File: config.mk
export PLATFORM = sky130hd
export DESIGN_NAME = wgc_move_sequencer_flat
export DESIGN_NICKNAME = d
export VERILOG_FILES = /design/src/rtl/wgc_move_sequencer_if.sv /design/src/rtl/wgc_move_sequencer.sv /design/src/flat_wrapper.sv
export SDC_FILE = /design/constraint.sdc
export NUM_CORES = 1
export LEC_CHECK = 0
export BUFFER_PORTS_ARGS = -buffer_cell sky130_fd_sc_hd__buf_2
export CAP_MARGIN = 30
export CORE_ASPECT_RATIO = 1.25
export CORE_UTILIZATION = 55
export CTS_CLUSTER_SIZE = 12
export DETAILED_ROUTE_END_ITERATION = 8
export PLACE_DENSITY = 0.77
export SYNTH_ARGS = -nofsm -noshare
export SYNTH_HDL_FRONTEND = slang
export SYNTH_SLANG_ARGS = --single-unit
export TNS_END_PERCENT = 50
File: constraint.sdc
create_clock -name clk -period 3.9 [get_ports clk]
set_input_delay 0.975 -clock clk [delete_from_list [all_inputs] [get_ports clk]]
set_output_delay 0.975 -clock clk [all_outputs]
set_load 0.005 [all_outputs]
File: src/rtl/wgc_move_sequencer_if.sv
// ---------------------------------------------------------------------------
// wgc_move_sequencer_if
// Groups the two handshake channels of the move sequencer:
//   request channel : req_valid, req_move[1:0] (to sequencer), req_ready (from)
//   issue channel   : move_valid, w, g, c (from sequencer), move_ready (to)
// Modports:
//   master : the side that produces requests and consumes issued moves
//   slave  : the sequencer itself
// ---------------------------------------------------------------------------
interface wgc_move_sequencer_if;
  logic       req_valid;
  logic       req_ready;
  logic [1:0] req_move;
  logic       move_valid;
  logic       move_ready;
  logic       w;
  logic       g;
  logic       c;

  modport master (
    output req_valid, req_move, move_ready,
    input  req_ready, move_valid, w, g, c
  );

  modport slave (
    input  req_valid, req_move, move_ready,
    output req_ready, move_valid, w, g, c
  );
endinterface

File: src/rtl/wgc_move_sequencer.sv
// ---------------------------------------------------------------------------
// wgc_move_sequencer
// Command stage in front of the wolf/goat/cabbage puzzle core. Move requests
// are queued in a DEPTH-entry FIFO, checked against a shadow copy of the bank
// state and only legal, safe moves are issued as one-hot w/g/c strobes.
//
// Ports:
//   clk, rst_n          clock, asynchronous active-low reset
//   bus (slave)         request channel (req_valid/req_ready/req_move) and
//                       issue channel (move_valid/move_ready/w/g/c)
//   bank_m/w/g/c        shadow banks, 0 = start side, 1 = far side
//   reject, reject_code one-cycle discard pulse; code held until next reject
//                       (1 passenger not with farmer, 2 unsafe, 3 solved)
//   solved              all four banks on the far side
//   count               FIFO occupancy
//   unsafe              (only with WGC_ALLOW_UNSAFE_EN) sticky flag set when
//                       a completed move leaves an unsafe state
//
// Build option: define WGC_ALLOW_UNSAFE_EN to issue unsafe moves instead of
// rejecting them; the unsafe output then exists.
// ---------------------------------------------------------------------------
module wgc_move_sequencer #(
  parameter  int DEPTH = 4,
  localparam int CW    = $clog2(DEPTH + 1)
) (
  input  logic                 clk,
  input  logic                 rst_n,
  wgc_move_sequencer_if.slave  bus,
  output logic                 bank_m,
  output logic                 bank_w,
  output logic                 bank_g,
  output logic                 bank_c,
  output logic                 reject,
  output logic [1:0]           reject_code,
  output logic                 solved,
  output logic [CW-1:0]        count
`ifdef WGC_ALLOW_UNSAFE_EN
  ,
  output logic                 unsafe
`endif
);

  localparam int             AW       = $clog2(DEPTH);
  localparam logic [CW-1:0]  FULL_CNT = CW'(DEPTH);
  localparam logic [CW-1:0]  ONE_CNT  = CW'(1);
  localparam logic [CW-1:0]  ZERO_CNT = CW'(0);

  // Bank vectors are packed {m, w, g, c}; move codes 1..3 pick w, g, c.

  // Bank vector after a move: farmer always crosses, passenger with him.
  function automatic logic [3:0] apply_move(input logic [1:0] mv, input logic [3:0] b);
    logic [3:0] r;
    r    = b;
    r[3] = ~b[3];
    case (mv)
      2'd1:    r[2] = ~b[2];
      2'd2:    r[1] = ~b[1];
      2'd3:    r[0] = ~b[0];
      default: r[3] = ~b[3];
    endcase
    return r;
  endfunction

  // A passenger can only cross from the farmer's bank.
  function automatic logic passenger_ok(input logic [1:0] mv, input logic [3:0] b);
    logic ok;
    case (mv)
      2'd1:    ok = (b[2] == b[3]);
      2'd2:    ok = (b[1] == b[3]);
      2'd3:    ok = (b[0] == b[3]);
      default: ok = 1'b1;
    endcase
    return ok;
  endfunction

  // Something gets eaten when goat is left with wolf or cabbage unattended.
  function automatic logic is_unsafe(input logic [3:0] b);
    return ((b[2] == b[1]) && (b[1] != b[3])) ||
           ((b[1] == b[0]) && (b[1] != b[3]));
  endfunction

  typedef enum logic [1:0] {
    ST_IDLE = 2'd0,
    ST_HOLD = 2'd1,
    ST_DONE = 2'd2
  } state_t;

  state_t        state_r;
  logic [1:0]    mem_r [DEPTH];
  logic [AW-1:0] wr_ptr_r;
  logic [AW-1:0] rd_ptr_r;
  logic [CW-1:0] count_r;
  logic          req_ready_r;
  logic          move_valid_r;
  logic          w_r;
  logic          g_r;
  logic          c_r;
  logic [1:0]    mv_r;
  logic          bank_m_r;
  logic          bank_w_r;
  logic          bank_g_r;
  logic          bank_c_r;
  logic          reject_r;
  logic [1:0]    reject_code_r;
  logic          solved_r;
`ifdef WGC_ALLOW_UNSAFE_EN
  logic          unsafe_r;
`endif

  logic          push_s;
  logic          pop_s;
  logic [1:0]    head_s;
  logic          head_ok_s;
  logic [3:0]    banks_s;
  logic [3:0]    head_next_s;
  logic [3:0]    hold_next_s;
  logic [CW-1:0] count_nxt_s;

  assign banks_s = {bank_m_r, bank_w_r, bank_g_r, bank_c_r};

  // Push/pop decode, head evaluation and next occupancy.
  always_comb begin
    push_s = bus.req_valid & req_ready_r;
    if (((state_r == ST_IDLE) || (state_r == ST_DONE)) && (count_r != ZERO_CNT)) begin
      pop_s = 1'b1;
    end else begin
      pop_s = 1'b0;
    end
    head_s      = mem_r[rd_ptr_r];
    head_ok_s   = passenger_ok(head_s, banks_s);
    head_next_s = apply_move(head_s, banks_s);
    hold_next_s = apply_move(mv_r, banks_s);
    case ({push_s, pop_s})
      2'b10:   count_nxt_s = count_r + ONE_CNT;
      2'b01:   count_nxt_s = count_r - ONE_CNT;
      default: count_nxt_s = count_r;
    endcase
  end

  // FIFO storage, pointers and occupancy; req_ready registered from next count.
  always_ff @(posedge clk or negedge rst_n) begin
    if (!rst_n) begin
      for (int i = 0; i < DEPTH; i++) begin
        mem_r[i] <= 2'b00;
      end
      wr_ptr_r    <= {AW{1'b0}};
      rd_ptr_r    <= {AW{1'b0}};
      count_r     <= ZERO_CNT;
      req_ready_r <= 1'b1;
    end else begin
      if (push_s) begin
        mem_r[wr_ptr_r] <= bus.req_move;
        wr_ptr_r        <= wr_ptr_r + {{(AW-1){1'b0}}, 1'b1};
      end
      if (pop_s) begin
        rd_ptr_r <= rd_ptr_r + {{(AW-1){1'b0}}, 1'b1};
      end
      count_r     <= count_nxt_s;
      req_ready_r <= (count_nxt_s != FULL_CNT);
    end
  end

  // Sequencer FSM: evaluate popped moves, hold issued move, track shadow banks.
  always_ff @(posedge clk or negedge rst_n) begin
    if (!rst_n) begin
      state_r       <= ST_IDLE;
      move_valid_r  <= 1'b0;
      w_r           <= 1'b0;
      g_r           <= 1'b0;
      c_r           <= 1'b0;
      mv_r          <= 2'd0;
      bank_m_r      <= 1'b0;
      bank_w_r      <= 1'b0;
      bank_g_r      <= 1'b0;
      bank_c_r      <= 1'b0;
      reject_r      <= 1'b0;
      reject_code_r <= 2'd0;
      solved_r      <= 1'b0;
`ifdef WGC_ALLOW_UNSAFE_EN
      unsafe_r      <= 1'b0;
`endif
    end else begin
      reject_r <= 1'b0;
      case (state_r)
        ST_IDLE: begin
          if (pop_s) begin
            if (!head_ok_s) begin
              reject_r      <= 1'b1;
              reject_code_r <= 2'd1;
`ifndef WGC_ALLOW_UNSAFE_EN
            end else if (is_unsafe(head_next_s)) begin
              reject_r      <= 1'b1;
              reject_code_r <= 2'd2;
`endif
            end else begin
              move_valid_r <= 1'b1;
              mv_r         <= head_s;
              w_r          <= (head_s == 2'd1);
              g_r          <= (head_s == 2'd2);
              c_r          <= (head_s == 2'd3);
              state_r      <= ST_HOLD;
            end
          end
        end
        ST_HOLD: begin
          if (bus.move_ready) begin
            {bank_m_r, bank_w_r, bank_g_r, bank_c_r} <= hold_next_s;
            move_valid_r <= 1'b0;
            w_r          <= 1'b0;
            g_r          <= 1'b0;
            c_r          <= 1'b0;
            solved_r     <= &hold_next_s;
            state_r      <= (&hold_next_s) ? ST_DONE : ST_IDLE;
`ifdef WGC_ALLOW_UNSAFE_EN
            unsafe_r     <= unsafe_r | is_unsafe(hold_next_s);
`endif
          end
        end
        ST_DONE: begin
          // Puzzle finished: banks frozen, every request is discarded.
          if (pop_s) begin
            reject_r      <= 1'b1;
            reject_code_r <= 2'd3;
          end
        end
        default: begin
          state_r      <= ST_IDLE;
          move_valid_r <= 1'b0;
          w_r          <= 1'b0;
          g_r          <= 1'b0;
          c_r          <= 1'b0;
        end
      endcase
    end
  end

  assign bus.req_ready  = req_ready_r;
  assign bus.move_valid = move_valid_r;
  assign bus.w          = w_r;
  assign bus.g          = g_r;
  assign bus.c          = c_r;
  assign bank_m         = bank_m_r;
  assign bank_w         = bank_w_r;
  assign bank_g         = bank_g_r;
  assign bank_c         = bank_c_r;
  assign reject         = reject_r;
  assign reject_code    = reject_code_r;
  assign solved         = solved_r;
  assign count          = count_r;
`ifdef WGC_ALLOW_UNSAFE_EN
  assign unsafe         = unsafe_r;
`endif

endmodule

File: src/flat_wrapper.sv
// flat-port wrapper written by rule: the top's interface ports become plain ports
module wgc_move_sequencer_flat 
#(
  parameter  int DEPTH = 4,
  localparam int CW    = $clog2(DEPTH + 1)
)
  (clk, rst_n, bank_m, bank_w, bank_g, bank_c, reject, reject_code, solved, count, bus_req_valid, bus_req_move, bus_move_ready, bus_req_ready, bus_move_valid, bus_w, bus_g, bus_c);
  wgc_move_sequencer_if bus_i ();
  input  logic clk;
  input  logic rst_n;
  output logic bank_m;
  output logic bank_w;
  output logic bank_g;
  output logic bank_c;
  output logic reject;
  output logic [1:0] reject_code;
  output logic solved;
  output logic [CW-1:0] count;
  input wire logic [$bits(bus_i.req_valid)-1:0] bus_req_valid;
  input wire logic [$bits(bus_i.req_move)-1:0] bus_req_move;
  input wire logic [$bits(bus_i.move_ready)-1:0] bus_move_ready;
  output wire logic [$bits(bus_i.req_ready)-1:0] bus_req_ready;
  output wire logic [$bits(bus_i.move_valid)-1:0] bus_move_valid;
  output wire logic [$bits(bus_i.w)-1:0] bus_w;
  output wire logic [$bits(bus_i.g)-1:0] bus_g;
  output wire logic [$bits(bus_i.c)-1:0] bus_c;
  assign bus_i.req_valid = bus_req_valid;
  assign bus_i.req_move = bus_req_move;
  assign bus_i.move_ready = bus_move_ready;
  assign bus_req_ready = bus_i.req_ready;
  assign bus_move_valid = bus_i.move_valid;
  assign bus_w = bus_i.w;
  assign bus_g = bus_i.g;
  assign bus_c = bus_i.c;
  wgc_move_sequencer #(.DEPTH(DEPTH)) u_core (.clk(clk), .rst_n(rst_n), .bus(bus_i), .bank_m(bank_m), .bank_w(bank_w), .bank_g(bank_g), .bank_c(bank_c), .reject(reject), .reject_code(reject_code), .solved(solved), .count(count));
endmodule
---- Word level (Yosys, flattened, before mapping) ----
Cells that the tools add are included.
operators by class
  $add $sub $neg .......................... 4
  magnitude comparators ................... 3
  eq/ne operators ......................... 23
  muxes and demuxes ....................... 48
  bitwise operators ....................... 9
  reduce and logical (&&, ||, !) cells .... 14
operators with widths
  kind                   count
  $mux W1                24
  $mux W2                12
  $pmux W1 S3            5
  $eq A2 B2 Y1 const B   6
  $reduce_and A4 Y1      3
  $bwmux W8              1
  $eq A2 B1 Y1 const B   4
  $ge A3 B3 Y1 const B   2
  $ne A2 B1 Y1 const B   3
  $ne A3 B3 Y1 const B   2
  $not A1 Y1             6
  $not A2 Y3             2
  $pmux W2 S3            1
  $pmux W3 S2            1
  $eq A1 B1 Y1           5
  $reduce_and A5 Y1      1
  $add A2 B1 Y2 const B  2
  $bmux W2 S2            1
  $demux W2 S2           1
  $logic_and A1 B1 Y1    4
  $ne A2 B2 Y1 const B   2
  $pmux W2 S2            1
  $add A3 B1 Y3 const B  1
  $lt A3 B1 Y1 const B   1
  other kinds (9)        10
word-level totals
  bits in registers ....................... 32
  bits of input ports ..................... 6
  output and inout port bits .............. 16
  logic and storage cells ................. 122

---- Longest topological paths before layout ----
  word-level depth ........................ 13
  gate-level depth with buffers ........... 11
  depth with buffers taken out ............ 9

---- Least setup slack after synthesis ----
OpenSTA, ideal clock, no wires.
  path type ............................... reg2reg
  start point ............................. register u_core.rd_ptr_r[0]
  end point ............................... register u_core.mv_r[0]
  arrival time ............................ 2771 ps
  setup slack ............................. 1004 ps
  stages on the path, launching flop included .. 11
  buffers on the path ..................... 1
  clock period less this slack ............ 2896 ps
  cells stage by stage .................... dfrtp_1 -> mux4_2 -> and2_1 -> ha_1 -> and3b_1 -> a21oi_1 -> o22ai_1 -> a221oi_1 -> or3_1 -> buf_6 -> mux2_4
on the way
  longest elaborated chain between the ends .. 11
RTL lines
  item                                          line                                                source
  start: declaration                            wgc_move_sequencer.sv:91                            logic [AW-1:0] rd_ptr_r;
  start signal: assignment                      wgc_move_sequencer.sv:147                           rd_ptr_r <= {AW{1'b0}};
  start signal: assignment                      wgc_move_sequencer.sv:156                           rd_ptr_r <= rd_ptr_r + {{(AW-1){1'b0}}, 1'b1};
  $not A2 Y3 (not written as such) *            wgc_move_sequencer.sv:129                           head_s = mem_r[rd_ptr_r];
  $bmux W2 S2 *                                 wgc_move_sequencer.sv:129
  $mux W2 (not written as such) * (2 in a row)  wgc_move_sequencer.sv:129
  $eq A2 B1 Y1 or $eq A2 B2 Y1 (tied branches)  wgc_move_sequencer.sv:55, wgc_move_sequencer.sv:67
  $mux W1                                       wgc_move_sequencer.sv:55                            case (mv)
  $eq A1 B1 Y1 (tied with other cells)          wgc_move_sequencer.sv:78                            return ((b[2] == b[1]) && (b[1] != b[3])) ||
  $logic_and A1 B1 Y1 (on tied branches)        wgc_move_sequencer.sv:78, wgc_move_sequencer.sv:79
  $logic_or A1 B1 Y1                            wgc_move_sequencer.sv:78
  $not A1 Y1 (no source line)                   -
  $reduce_and A4 Y1 (no source line)            -
  end signal: assignment                        wgc_move_sequencer.sv:197                           mv_r <= head_s;
  end: declaration                              wgc_move_sequencer.sv:98                            logic [1:0] mv_r;
Mark *: on every way between the ends. The rest lies on a longest branch, timed or not. The select of a mux whose other input is x is not followed.
A chain may end at the register's enable or synchronous reset.

---- Final worst setup path ----
Same ends and word-level chain as after synthesis.

==> run metrics <==
outcome=finished clean; Reg power frac=between 30 and 40%; hold path startpoint=u_core.reject_code[0]$_DFFE_PN0P_; cts bufs inserted=5; Reg2Reg Depth=9; worst hold margin=between 400 and 500 ps; # setup viols final=0; syn nets=155; net switching power=~740 uW; slowest CP cell=mux4_2; Post-CTS Setup Bufs=0; Nets=about 180; fmax=just over 300 MHz; Clock power frac=10.7%; share of cells above drive strength 1=between 20% and 30%; HP Class=register to register; register-to-register setup slack=between 600 and 700 ps; Final Skew=approximately 10 ps; Antenna Violating Nets Remaining=0; dominant cell type by area after synthesis=dfrtp_1; #FFs+latches synth=32; Cell variety after synth=42; Rows=21; vias in the first global route=approximately 1200; worst slack, placed=694 ps; Req. time, crit path=a little over 4000 ps; Reg-to-Reg Start=u_core.rd_ptr_r[0]$_DFFE_PN0N_; worst hold endpoint=u_core.reject_code[0]$_DFFE_PN0P_; setup ws final=672 ps; cell family with most CP delay=multiplexers; Post-Syn Area=around 1700 um2; Setup TNS Final=0 ps; crit path buf inv count=0; synth warn=0; RSZ-0062 raised after global routing=no; Die Wd=51.0 um; Max IR drop VDD=between 0.5 and 0.6 mV; total gr overflow=0; clk slew on worst S/H paths=100 ps; CTS tree=done; FILL cells=roughly 240; Switching Fraction=~40%; hold_buf cts=0; min Tclk post-route=3230 ps; PwrDens=1000 nW/um2; die area=~3200 um2; RD Place Congestion=roughly 0.86; Starting Density=around 60%; period utilisation layout=about 83%; Global Route Usage Sum=22.7%; sequential area share after synthesis=48.6%; via density per instance=about 5.5; CP Capture Type=register; Core Util, Final=about 66%; largest net degree at the start of global routing=33; mean area per synthesized cell=11.6 um2; via count=roughly 1100; Yosys top cell area share=47.0%; H-tree depth=2; endpoints failing hold=0; reported leakage power=around 0.91 nW; Layout area overhead=11.1%; top_reg_cell synth=dfrtp_1; Routed WL per cell=~15 um; Internal=around 1.1 mW; Iter 0 DRT Violations=27; Post-Synthesis Cells=around 140; kind of critical path=register to register; Worst-Margin Slew=~840 ps; clock tree sinks=32; Antenna Cells=0; crit path max fanout=7; antenna violations before repair=0; I/O Buffers=21; Worst Setup Start Kind=register; hold path cells=1; fin. max-slew vios=0; Logic pwr share=52.6%; first-pass GRT wire length=5.23 mm; Worst slew margin=between 40% and 50%; clock root cell=clkbuf_4; Max Cap Viol=0; die height=approximately 63 um; Power, Total=around 1.8 mW; Reg-to-Reg End=u_core.mv_r[0]$_DFFE_PN0P_; Worst Path Arrival=~3500 ps; CTS resizes=0; hpwl dp=between 2 and 2.5 mm; WL final=between 3 and 4 mm; synth top area cells=dfrtp_1 (47%), mux2_2 (6.1%), ha_1 (4.5%); # IOs=22; EDFF count, synth=0; Residual DRC=0; clk_lat worst skew=between 300 and 400 ps; fraction of registers with async set/reset=100%; Core Area=2760 um2; crit-path cells=mux4_2, and2_1, ha_1, and3b_1, a21oi_1, o22ai_1, a221oi_1, or3_1, mux2_4; Pre-antenna DRT Iters=4; Max clock buf depth=2; CP max stage delay=roughly 600 ps
## synthesized netlist by cell type (2+ instances only)
master,number
nor2_1,5
and2_1,3
inv_1,7
nor3b_1,3
mux2_4,2
ha_1,6
nor2b_1,2
a21oi_1,2
nand2b_1,3
a21o_1,2
nand3_1,5
nand2_1,15
xor2_1,5
mux2_2,9
mux4_2,2
o21ai_0,2
mux2i_1,7
a221oi_1,2
xnor2_1,7
dfrtp_1,31
## power by group through the flow
| stage | clock network (mW) | logic, mW | registers (mW) |
|---|---|---|---|
| 3_5_place_dp | 0 | 0.964 | 0.681 |
| 2_1_floorplan | 0 | 0.796 | 0.621 |
| 6_report | 0.196 | 0.967 | 0.674 |
| 4_1_cts | 0.201 | 0.968 | 0.674 |
| 5_1_grt | 0.217 | 1.08 | 0.703 |
| 3_3_place_gp | 0 | 0.911 | 0.667 |
## metrics by stage
step / cell area [um2] / std cells
finish: 1830 / 201
global placement: 1780 / 193
CTS: 1830 / 201
detailed placement: 1780 / 193
global route: 1830 / 201
floorplan: 1650 / 142
## worst reg2reg max path, stage by stage (launching register included)
cell	delay [ps]
dfrtp_1	490
mux4_2	600
and2_1	210
ha_1	320
and3b_1	180
a21oi_1	110
o22ai_1	80
a221oi_1	410
or3_1	400
mux2_4	330
## per-layer routing
layer  GRT usage (%)  vias up  part of all wire (%)
li1                -      540                     -
met1            24.7      549                    43
met2            39.5       18                    52
met3            7.25        6                   3.3
met4            9.38        0                   1.8
met5               0        -                     0
## registers in the layout (all words and copies together) (netlist names), 2 cells and up
name,flops
u_core.rd_ptr_r,2
u_core.mem_r,8
u_core.count,3
u_core.reject_code,2
u_core.mv_r,2
u_core.state_r,2
u_core.wr_ptr_r,2
## logic make-up (layout without fill, tap and decap cells)
| group | count (synthesis) | count (layout) | share of synthesized area [%] |
|---|---|---|---|
| xor gates and xnor gates | 12 | 12 | 6.36 |
| DFF | 32 | 32 | 48.6 |
| AOI/OAI and AO/OA | 17 | 17 | 7.58 |
| and+or+nand+nor | 43 | 43 | 13.8 |
| muxes | 20 | 20 | 14.9 |
| buffers and inverters | 11 | 36 | 3.03 |
| adders and majority gates | 7 | 7 | 5.76 |
## cells in the final DEF (no fill, tap or decap), types with 2 or more instances in the layout
cell,n
xor2_1,5
clkbuf_4,5
mux2_2,9
a21o_1,2
nand3_1,5
nor3b_1,3
mux4_2,2
xnor2_1,7
inv_1,7
dfrtp_1,31
a21oi_1,2
ha_1,6
nor2b_1,2
mux2i_1,7
buf_2,21
nor2_1,5
a221oi_1,2
o21ai_0,2
and2_1,3
nand2b_1,3
nand2_1,15
clkbuf_1,2
mux2_4,2
## how the worst max path moves through the flow
stage                                         startpoint                          to  slack [ps]  depth (start not counted)
final                     u_core.rd_ptr_r[0]$_DFFE_PN0N_  u_core.mv_r[0]$_DFFE_PN0P_         670                          9
after global routing      u_core.rd_ptr_r[0]$_DFFE_PN0N_  u_core.mv_r[1]$_DFFE_PN0P_         440                          9
after CTS                 u_core.rd_ptr_r[0]$_DFFE_PN0N_  u_core.mv_r[0]$_DFFE_PN0P_         680                          9
after detailed placement  u_core.rd_ptr_r[0]$_DFFE_PN0N_  u_core.mv_r[0]$_DFFE_PN0P_         690                          9
after global placement    u_core.rd_ptr_r[0]$_DFFE_PN0N_  u_core.mv_r[0]$_DFFE_PN0P_         800                          9
after floorplan           u_core.rd_ptr_r[0]$_DFFE_PN0N_  u_core.mv_r[0]$_DFFE_PN0P_        1000                         10
## cell type report
type	instances	area, um2	share of cell area (%)
inverters	7	26.3	1.43
well taps	34	42.5	2.32
flip-flops and latches	32	802	43.7
repair buffers	21	105	5.73
clock buffers	8	58.8	3.21
multi-input cells	99	800	43.6
No activity file was read; power rests on OpenSTA's default activity.
